===== config.mk =====
export PLATFORM = sky130hd
export DESIGN_NAME = ahb_burst_master
export DESIGN_NICKNAME = d
export VERILOG_FILES = /design/src/rtl/ahb_burst_master.sv
export SDC_FILE = /design/constraint.sdc
export NUM_CORES = 1
export LEC_CHECK = 0
export ABC_AREA = 1
export CORE_MARGIN = 1.5
export CORE_UTILIZATION = 45
export DETAILED_ROUTE_END_ITERATION = 16
export GPL_TIMING_DRIVEN = 1
export PLACE_DENSITY = 0.8
export SLEW_MARGIN = 20
export SYNTH_ARGS = -nofsm -noshare
export SYNTH_HDL_FRONTEND = slang
export SYNTH_SLANG_ARGS = --single-unit

===== constraint.sdc =====
create_clock -name clk -period 6.4 [get_ports clk]
set_input_delay 0.64 -clock clk [delete_from_list [all_inputs] [get_ports clk]]
set_output_delay 0.64 -clock clk [all_outputs]
set_load 0.01 [all_outputs]

===== src/rtl/ahb_burst_master.sv =====
// AHB-Lite master-side burst engine for the I-cache refill path.
// Takes one burst request, sequences its address phases (SINGLE, INCR, INCRx,
// WRAPx) with hready stalls and 1KB-boundary restarts, returns read beats tagged
// with their data-phase address, and pulses done (with err on an ERROR abort).
module ahb_burst_master #(
  parameter int ADDR_W = 32,
  parameter int DATA_W = 32,
  parameter int LEN_W  = 8
) (
  input  logic              clk,
  input  logic              rstn,
  input  logic              req_valid,
  output logic              req_ready,
  input  logic [ADDR_W-1:0] req_addr,
  input  logic              req_write,
  input  logic [2:0]        req_burst,
  input  logic [2:0]        req_size,
  input  logic [LEN_W-1:0]  req_len,
  output logic [ADDR_W-1:0] haddr,
  output logic [1:0]        htrans,
  output logic              hwrite,
  output logic [2:0]        hburst,
  output logic [2:0]        hsize,
  input  logic              hready,
  input  logic              hresp,
  input  logic [DATA_W-1:0] hrdata,
  output logic              rd_valid,
  output logic [DATA_W-1:0] rd_data,
  output logic [ADDR_W-1:0] rd_addr,
  output logic              done,
  output logic              err
);

  localparam int MAX_SIZE = $clog2(DATA_W / 8);
  localparam int CNT_W    = LEN_W + 16;

  localparam logic [1:0] TR_IDLE = 2'b00;
  localparam logic [1:0] TR_NSEQ = 2'b10;
  localparam logic [1:0] TR_SEQ  = 2'b11;

  typedef enum logic [1:0] {S_IDLE, S_ADDR, S_LAST} state_t;

  state_t            state_q, state_d;
  logic [ADDR_W-1:0] haddr_q, haddr_d;
  logic [1:0]        htrans_q, htrans_d;
  logic              hwrite_q, hwrite_d;
  logic [2:0]        hburst_q, hburst_d;
  logic [2:0]        hsize_q, hsize_d;
  logic [CNT_W-1:0]  addrLeft_q, addrLeft_d;
  logic [ADDR_W-1:0] wrapMask_q, wrapMask_d;
  logic              isWrap_q, isWrap_d;
  logic              dataPhase_q, dataPhase_d;
  logic [ADDR_W-1:0] dataAddr_q, dataAddr_d;
  logic              rdValid_q, rdValid_d;
  logic [DATA_W-1:0] rdData_q, rdData_d;
  logic [ADDR_W-1:0] rdAddr_q, rdAddr_d;
  logic              done_q, done_d;
  logic              err_q, err_d;

  logic [2:0]        reqSizeEff;
  logic [ADDR_W-1:0] reqIncr, reqAligned, reqWrapMask;
  logic [CNT_W-1:0]  reqBeats;
  logic              reqIsWrap;
  logic [ADDR_W-1:0] curIncr, incrAddr, wrapAddr;
  logic              errHit;

  // Decode an incoming request: clamp size, align start address, beat count and wrap window.
  always_comb begin
    reqSizeEff = (req_size > 3'(MAX_SIZE)) ? 3'(MAX_SIZE) : req_size;
    reqIncr    = ADDR_W'(1) << reqSizeEff;
    reqAligned = req_addr & ~(reqIncr - ADDR_W'(1));
    reqIsWrap  = (req_burst != 3'd0) && !req_burst[0];
    case (req_burst)
      3'd0:       reqBeats = CNT_W'(1);
      3'd1:       reqBeats = CNT_W'(req_len) + CNT_W'(1);
      3'd2, 3'd3: reqBeats = CNT_W'(4);
      3'd4, 3'd5: reqBeats = CNT_W'(8);
      default:    reqBeats = CNT_W'(16);
    endcase
    reqWrapMask = (ADDR_W'(reqBeats) << reqSizeEff) - ADDR_W'(1);
  end

  // Candidate next beat addresses for incrementing and wrapping bursts.
  always_comb begin
    curIncr  = ADDR_W'(1) << hsize_q;
    incrAddr = haddr_q + curIncr;
    wrapAddr = (haddr_q & ~wrapMask_q) | (incrAddr & wrapMask_q);
  end

  // Next-state and bus sequencing; an ERROR in a data phase overrides everything else.
  always_comb begin
    state_d     = state_q;
    haddr_d     = haddr_q;
    htrans_d    = htrans_q;
    hwrite_d    = hwrite_q;
    hburst_d    = hburst_q;
    hsize_d     = hsize_q;
    addrLeft_d  = addrLeft_q;
    wrapMask_d  = wrapMask_q;
    isWrap_d    = isWrap_q;
    dataPhase_d = dataPhase_q;
    dataAddr_d  = dataAddr_q;
    rdValid_d   = 1'b0;
    rdData_d    = rdData_q;
    rdAddr_d    = rdAddr_q;
    done_d      = 1'b0;
    err_d       = 1'b0;
    errHit      = dataPhase_q && hresp;

    if (dataPhase_q && hready) begin
      dataPhase_d = 1'b0;
      if (!hwrite_q && !hresp) begin
        rdValid_d = 1'b1;
        rdData_d  = hrdata;
        rdAddr_d  = dataAddr_q;
      end
    end

    case (state_q)
      S_IDLE: begin
        if (req_valid) begin
          state_d    = S_ADDR;
          haddr_d    = reqAligned;
          htrans_d   = TR_NSEQ;
          hwrite_d   = req_write;
          hburst_d   = req_burst;
          hsize_d    = reqSizeEff;
          addrLeft_d = reqBeats;
          wrapMask_d = reqWrapMask;
          isWrap_d   = reqIsWrap;
        end
      end
      S_ADDR: begin
        if (hready) begin
          dataPhase_d = 1'b1;
          dataAddr_d  = haddr_q;
          if (addrLeft_q == CNT_W'(1)) begin
            state_d    = S_LAST;
            htrans_d   = TR_IDLE;
            addrLeft_d = '0;
          end else begin
            addrLeft_d = addrLeft_q - CNT_W'(1);
            haddr_d    = isWrap_q ? wrapAddr : incrAddr;
            htrans_d   = (!isWrap_q && (incrAddr[9:0] == 10'd0)) ? TR_NSEQ : TR_SEQ;
          end
        end
      end
      S_LAST: begin
        if (hready) begin
          state_d = S_IDLE;
          done_d  = 1'b1;
        end
      end
      default: state_d = S_IDLE;
    endcase

    if (errHit) begin
      state_d     = S_IDLE;
      htrans_d    = TR_IDLE;
      dataPhase_d = 1'b0;
      addrLeft_d  = '0;
      rdValid_d   = 1'b0;
      done_d      = 1'b1;
      err_d       = 1'b1;
    end
  end

  // FSM state register.
  always_ff @(posedge clk or negedge rstn) begin
    if (!rstn) state_q <= S_IDLE;
    else       state_q <= state_d;
  end

  // Bus, counter and read-return registers.
  always_ff @(posedge clk or negedge rstn) begin
    if (!rstn) begin
      haddr_q     <= '0;
      htrans_q    <= TR_IDLE;
      hwrite_q    <= 1'b0;
      hburst_q    <= 3'd0;
      hsize_q     <= 3'd0;
      addrLeft_q  <= '0;
      wrapMask_q  <= '0;
      isWrap_q    <= 1'b0;
      dataPhase_q <= 1'b0;
      dataAddr_q  <= '0;
      rdValid_q   <= 1'b0;
      rdData_q    <= '0;
      rdAddr_q    <= '0;
      done_q      <= 1'b0;
      err_q       <= 1'b0;
    end else begin
      haddr_q     <= haddr_d;
      htrans_q    <= htrans_d;
      hwrite_q    <= hwrite_d;
      hburst_q    <= hburst_d;
      hsize_q     <= hsize_d;
      addrLeft_q  <= addrLeft_d;
      wrapMask_q  <= wrapMask_d;
      isWrap_q    <= isWrap_d;
      dataPhase_q <= dataPhase_d;
      dataAddr_q  <= dataAddr_d;
      rdValid_q   <= rdValid_d;
      rdData_q    <= rdData_d;
      rdAddr_q    <= rdAddr_d;
      done_q      <= done_d;
      err_q       <= err_d;
    end
  end

  assign req_ready = (state_q == S_IDLE);
  assign haddr     = haddr_q;
  assign htrans    = htrans_q;
  assign hwrite    = hwrite_q;
  assign hburst    = hburst_q;
  assign hsize     = hsize_q;
  assign rd_valid  = rdValid_q;
  assign rd_data   = rdData_q;
  assign rd_addr   = rdAddr_q;
  assign done      = done_q;
  assign err       = err_q;

endmodule


==> key figures, run 1 <==
STA
  – Slew HR: 0.336
  – Worst-margin pin slew: 0.993 ns
  – Max Freq: between 200 and 300 MHz
  – Post-layout minimum cycle time: approximately 3.5 ns
  – Final hold vios: 0
  – Fin worst setup slack: a little under 3 ns
  – Endpoints failing setup: 0
  – Setup TNS: 0 ns
  – RSZ-0062 raised after global routing: no
  – Worst Skew: about 0.012 ns
  – Final max-slew violation count: 0
  – Final Cycle Share: 0.550

Global routing
  – GRT Util Overall: 0.247
  – Vias in the first global route: about 9600
  – First-pass GRT wire length: between 40000 and 50000 um
  – Initial antenna violation count: 0
  – Total grt overflow: 0
  – Largest net degree at the start of global routing: between 80 and 90

Routing
  – First-pass DRT Iterations: 6
  – Top routing layer used: met4
  – DR WL met3: ~2400 um
  – DR WL met2: 13400 um
  – DR vias/cell: approximately 5.2
  – Metal-1 WL: approximately 13000 um
  – Routed wire length: ~30000 um
  – Initial DRC count: 860
  – Via Count: 10000
  – WL/cell: around 15 um
  – Post-DRT Antenna Nets: 0
  – Residual DRC: 0

Synthesis
  – Fraction of registers with async set/reset: 1.00
  – Synth warn: 0
  – Post-Synthesis Cell Area: about 11000 um^2
  – Seq cells post-synth: approximately 200
  – Mapped Cells: between 1000 and 1500
  – Post-synth EDFFs: 0
  – Post-synthesis sequential area ratio: 0.465
  – Ys flop type: dfrtp_1
  – Yosys cell types: 49
  – Post-Syn Area per Cell: 7.56 um^2

Worst setup path
  – Type of origin of the critical path: register
  – Worst path bufs/invs: 3
  – Worst EP arrival: 3.84 ns
  – Crit path depth: 10
  – Slowest stage delay, CP: ~0.71 ns
  – Crit-path cells: inv_1 -> nor2_4 -> buf_4 -> nand2_2 -> nand2_2 -> inv_1 -> nor2_4 -> o21ai_0 -> nor2_1 -> a21oi_1
  – Crit path max-delay family: simple AND/OR/NAND/NOR gates
  – Crit end category: register
  – CP max stage cell: nand2_2
  – Worst-path fanout max: 66
  – CP Class: register to register
  – Worst-case reg-to-reg path depth: 10
  – Worst path required time: roughly 6.7 ns

Clock tree
  – CTS buffer count: 17
  – # Post-CTS Setup Buffers: 0
  – Clk slew on worst S/H paths: approximately 0.080 ns
  – Insertion delay to the later sink of the worst-skew pair: 0.44 ns
  – CTS Sinks: around 200
  – Max clock buf depth: 2
  – Max H-tree Level: 4
  – Resized cells post-CTS: 0
  – Root Buffer: clkbuf_16
  – Post-cts hold buffer count: 0
  – CTS tree: done

Floorplanning
  – FP Rows: 56
  – Core area: approximately 23000 um^2
  – Die extent in y: around 160 um
  – Ports: slightly below 200
  – Die area: approximately 25000 um^2
  – Initial Util: 0.458
  – Die width: approximately 160 um

Power and ir drop
  – Sw Pwr: 2.70 mW
  – Seq pwr share: 0.360
  – Pint: 3.56 mW
  – Clock power share: 0.176
  – Combinational group share of total power: 0.464
  – Switching part of the total power: 0.431
  – Tot Pwr: ~6.3 mW
  – Leak pwr: 6.67 nW
  – Pwr Density: between 400 and 500 nW/um^2
  – VDD IR max: between 0.2 and 0.25 mV

Cells and area
  – Most common cell after layout, fill and taps aside: nand2_1
  – Fillers: ~2100
  – Diode count: 0
  – Commonest non-fill, non-tap cells in the layout: nand2_1 (475), dfrtp_1 (199), clkdlybuf4s50_1 (191)
  – Syn-to-layout area delta: 26.0%
  – Final nets: about 1700
  – Layout cell share with drive strength beyond 1: 0.0638

Placement
  – DPL Wire Length: ~22000 um
  – Pre-CTS setup slack: between 2 and 3 ns
  – Placer Congestion: 0.918
  – PortBufs: 192

Worst hold path
  – Worst min path class: input port to asynchronous set/reset pin

Flow run
  – MaxCap Viol Count: 0

Status
  – Status: finished, final reports clean
-- power by group through the flow --
stage	Sequential [mW]	Combinational [mW]	Clock, mW
floorplan	2.28	1.63	0
global placement	2.25	2.79	0
detailed placement	2.27	2.87	0
CTS	2.25	2.89	1.12
global route	2.32	3.25	1.18
finish	2.25	2.90	1.10
-- cells by family (layout without fill, tap and decap cells) --
| family | count (synthesis) | count (layout) | share of synthesized area |
|---|---|---|---|
| adder cells (fa/ha/maj) | 16 | 16 | 0.0194 |
| flip-flops | 199 | 199 | 0.465 |
| AO/OA/AOI/OAI | 220 | 220 | 0.115 |
| AND/OR/NAND/NOR | 758 | 758 | 0.307 |
| buffers and inverters | 197 | 379 | 0.0730 |
| XOR/XNOR | 25 | 25 | 0.0204 |
| other | 2 | 3 | 0.000701 |
-- per-layer routing --
metal / GRT usage / vias to the layer above
met3: 0.0564 / 50
met5: 0 / -
li1: - / 4895
met1: 0.323 / 4702
met4: 0.0970 / 0
met2: 0.398 / 368
-- worst register-to-register path: cells and delay by family (launching register included) --
kind                   cells  cell delay [ns]
AND/OR/NAND/NOR            5             1.95
buffers and inverters      3             0.69
flip-flops                 1             0.39
AO/OA/AOI/OAI              2             0.37
-- path summary, 6_finish.rpt --
| path | from | endpoint | slack, ns |
|---|---|---|---|
| max in group asynchronous | rstn | dataAddr_q[15] | 4.84 |
| setup reg to reg | state_q[0] | register | 2.88 |
| hold reg to reg | rd_addr[22] | rd_addr[22] | 0.47 |
| setup / recovery | state_q[0] | register | 2.88 |
| hold / removal | rstn | hburst[1] | 0.21 |
| min in group clk | rd_addr[22] | rd_addr[22] | 0.47 |
-- area by class of cell --
cell class / instances / area, um^2 / share of cell area
clock buffers: 17 / 425 / 0.0315
clock inverters: 15 / 198 / 0.0146
inverters: 148 / 557 / 0.0412
multi-input cells: 1022 / 4970 / 0.368
flip-flops and latches: 199 / 4980 / 0.369
well taps: 319 / 399 / 0.0296
repair buffers: 199 / 1980 / 0.146
-- cell usage after synthesis (4+ instances only) --
master    number  area share
a21boi_0       7      0.0049
a21boi_1       9      0.0063
a21oi_1       59       0.028
a31oi_1        5      0.0029
buf_2         10      0.0047
clkbuf_1      32       0.011
dfrtp_1      199        0.46
ha_1          15       0.018
inv_1        142       0.050
inv_2          6      0.0021
nand2_1      476        0.17
nand2_2        9      0.0053
nand3_1       72       0.034
nand3_2        6      0.0056
nand4_1       21       0.012
nor2_1       104       0.036
nor2_2         8      0.0047
nor2_4         9      0.0095
nor3_1        19      0.0089
nor3b_1        4      0.0028
nor4_1         6      0.0035
o21ai_0       95       0.044
o21ai_1       13      0.0061
o21bai_1       4      0.0028
o22ai_1       10      0.0058
o31ai_1        4      0.0028
or2_2         11      0.0064
xnor2_1        5      0.0041
xor2_1        20       0.016
-- per-stage QoR --
stage	util	hold WS [ns]	instance area (um^2)	cells
finish	0.577	0.209	13500	1919
global route	0.577	0.254	13500	1919
CTS	0.577	0.246	13500	1919
detailed placement	0.550	0.457	12900	1887
global placement	0.550	0.453	12900	1887
floorplan	-	0.344	10700	1418
(Power assumes the default switching activity.)
==> run 2: changes to the inputs <==
--- a/config.mk
+++ b/config.mk
@@ -10,7 +10,7 @@
 export CORE_UTILIZATION = 45
 export DETAILED_ROUTE_END_ITERATION = 16
 export GPL_TIMING_DRIVEN = 1
-export PLACE_DENSITY = 0.8
+export PLACE_DENSITY = 0.83
 export SLEW_MARGIN = 20
 export SYNTH_ARGS = -nofsm -noshare
 export SYNTH_HDL_FRONTEND = slang
==> constraint.sdc (replaced) <==
create_clock -name clk -period 2.9 [get_ports clk]
set_input_delay 0.29 -clock clk [delete_from_list [all_inputs] [get_ports clk]]
set_output_delay 0.29 -clock clk [all_outputs]
set_load 0.01 [all_outputs]
==> run 2 against run 1 <==
Via count is 0.64% higher. Clock skew is 0.0043 ns higher. Register-to-register slack worse by 2.7 ns.
==> key figures, run 2 (synthesized netlist as in run 1, its figures left out) <==
Clock tree
  – CTS Sinks: 199 (unchanged)
  – Max clock buf depth: 2 (unchanged)
  – Insertion delay to the later sink of the worst-skew pair: 0.44 ns (about the same)
  – Clk slew on worst S/H paths: 0.09 ns (about the same)
  – Max H-tree Level: 4 (unchanged)
  – CTS buffer count: 17 (unchanged)
  – Root Buffer: clkbuf_16
  – CTS tree: done

Routing
  – Metal-1 WL: 13400 um (+2.7%)
  – WL/cell: 15.8 um (+2.0%)
  – Initial DRC count: 955 (+11%)
  – DR vias/cell: 5.22 (about the same)
  – Residual DRC: 0 (unchanged)
  – First-pass DRT Iterations: 6 (unchanged)
  – DR WL met3: 2450 um (+3.5%)
  – DR WL met2: 13700 um (+2.4%)
  – Routed wire length: 30500 um (+2.6%)
  – Post-DRT Antenna Nets: 0 (unchanged)
  – Via Count: 10100 (+0.64%)
  – Top routing layer used: met4

Worst setup path
  – Critical path launch point: hsize[1]
  – Crit-path cells: nor3_2 -> ha_1 -> inv_1 -> fa_1 -> inv_1 -> nand3_1 -> nand2_1 -> a21oi_1 -> o21ai_2 -> nand2_1 -> a21oi_1 -> o21ai_0 -> a21boi_1
  – RR Startpoint: hsize[1]
  – Worst-path fanout max: 7 (-89%)
  – Worst-case reg-to-reg path depth: 13 (+3)
  – Worst EP arrival: 3.10 ns (-0.74 ns)
  – CP max stage cell: dfrtp_1
  – Slowest stage delay, CP: 0.48 ns (-0.23 ns)
  – Worst path required time: 3.27 ns (-3.45 ns)
  – Crit end category: register
  – CP Class: register to register
  – Type of origin of the critical path: register
  – Flop2flop setup slack: 0.18 ns (-2.71 ns)

Floorplanning
  – Ports: 193 (unchanged)
  – Die width: 157 um (unchanged)
  – FP Rows: 56 (unchanged)
  – Initial Util: 0.458 (unchanged)
  – Die area: 24700 um^2 (unchanged)
  – Die extent in y: 157 um (unchanged)
  – Core area: 23400 um^2 (unchanged)

STA
  – Final max-slew violation count: 0 (unchanged)
  – Endpoints failing setup: 0 (unchanged)
  – Setup TNS: 0 ns (unchanged)
  – Final hold vios: 0 (unchanged)
  – Fin worst setup slack: 0.176 ns (-2.71 ns)
  – Worst-margin pin slew: 0.630 ns (-0.362 ns)
  – RSZ-0062 raised after global routing: no
  – Worst Skew: 0.0161 ns (+0.00433 ns)
  – Slew HR: 0.580 (+0.244)
  – Final Cycle Share: 0.939 (+0.390)
  – Post-layout minimum cycle time: 2.72 ns (-0.794 ns)
  – Max Freq: 367 MHz (+29%)

Status
  – Status: finished, final reports clean

Placement
  – Placed insts: 1896 (+0.48%)
  – Placer Congestion: 0.923 (+0.54%)
  – DPL Wire Length: 22400 um (+2.4%)
  – PortBufs: 192 (unchanged)
  – Pre-CTS setup slack: 0.212 ns (-2.70 ns)

Cells and area
  – Most common cell after layout, fill and taps aside: nand2_1
  – Fillers: 2079 (-1.7%)
  – Finished Layout Cells: 1930 (+0.57%)
  – Final core occ: 0.583 (+0.00647)
  – Layout cell share with drive strength beyond 1: 0.0702 (+0.00644)
  – Commonest non-fill, non-tap cells in the layout: nand2_1 (475), dfrtp_1 (199), clkdlybuf4s50_1 (191)
  – Multi-input gate area: 4980 um^2 (+0.20%)
  – Syn-to-layout area delta: 27.5%
  – Final nets: 1697 (+0.59%)
  – Sequential cell area: 4980 um^2 (unchanged)

Global routing
  – First-pass GRT wire length: 48700 um (+1.8%)
  – GRT Util Overall: 0.252 (+0.00443)
  – Largest net degree at the start of global routing: 74 (-11%)
  – Initial antenna violation count: 0 (unchanged)
  – Vias in the first global route: 9675 (+0.51%)
  – Total grt overflow: 0 (unchanged)

Worst hold path
  – Worst min path class: input port to register
  – Hold Path Stages: 3
  – Hold endpoint: rd_data[11]
  – Hold_sp: hrdata[11]

Flow run
  – MaxCap Viol Count: 0 (unchanged)

Power and ir drop
  – Pwr Density: 1020 nW/um^2 (+120%)
  – Leak pwr: 6.74 nW (+1.1%)
  – VDD IR max: 0.439 mV (+110%)
  – Tot Pwr: 14.0 mW (+120%)
## run 2: cell count changes in the layout (fill, tap and decap cells not counted), sizes merged
cell | previous run | this run
dlygate4sd3 | 0 | 1
buf | 7 | 16
diode | 0 | 1
## run 2: cell type report
type | count | share of cell area
Antenna cell | 1 | 0.000183
Inverter | 148 | 0.0407
Tap cell | 319 | 0.0292
Clock buffer | 17 | 0.0312
Multi-Input combinational cell | 1022 | 0.364
Timing Repair Buffer | 209 | 0.154
Clock inverter | 15 | 0.0154
Sequential cell | 199 | 0.365
## run 2: where the power goes
| group | internal, mW | total, mW | switching (mW) |
|---|---|---|---|
| clock network | 1.20 | 2.46 | 1.26 |
| registers | 3.99 | 4.93 | 0.945 |
| logic | 2.75 | 6.60 | 3.85 |
## run 2: how the worst max path moves through the flow
stage,to,slack [ns],depth (start not counted)
finish,register,0.18,13
global route,register,0.02,13
CTS,register,0.23,13
detailed placement,wrapMask_q[15],0.21,14
global placement,wrapMask_q[15],0.26,16
floorplan,register,0.61,13
## run 2: repair_timing
action                                 CTS  global route
endpoints found under the hold margin   70             0
hold buffers                             1             0
buffers inserted                         0             0
setup endpoints to repair                0             4
resized for setup                        0             2
## run 2: worst max-delay path, delay by kind of cell, from the launching register on
| family | cells | cell delay, ns |
|---|---|---|
| compound gates | 5 | 0.86 |
| fa+ha+maj | 2 | 0.58 |
| buf+inv | 2 | 0.12 |
| flops | 1 | 0.48 |
| simple gates | 4 | 0.62 |
## run 2: per-layer routing
metal	vias to the layer above	global-route usage
met3	64	0.0504
met1	4657	0.340
met2	441	0.397
met4	0	0.100
li1	4917	-
met5	-	0
## run 2: stage by stage
| stage | hold slack (ns) | instance area (um^2) |
|---|---|---|
| after floorplan | -0.00559 | 10700 |
| after global placement | 0.350 | 13000 |
| after detailed placement | 0.352 | 13000 |
| after CTS | 0.375 | 13600 |
| after global routing | 0.379 | 13700 |
| final | 0.391 | 13700 |
==> run 3: changes to the inputs <==
--- a/config.mk
+++ b/config.mk
@@ -11,6 +11,7 @@
 export DETAILED_ROUTE_END_ITERATION = 16
 export GPL_TIMING_DRIVEN = 1
 export PLACE_DENSITY = 0.83
+export SKIP_CTS_REPAIR_TIMING = 1
 export SLEW_MARGIN = 20
 export SYNTH_ARGS = -nofsm -noshare
 export SYNTH_HDL_FRONTEND = slang
==> results of run 3 <==
The final DEF is identical to that of run 2; final timing and power are the same.
Main changes from that run: via count of the first global-routing pass 9675 -> 9672; overall routing resource usage 0.252 -> 0.251
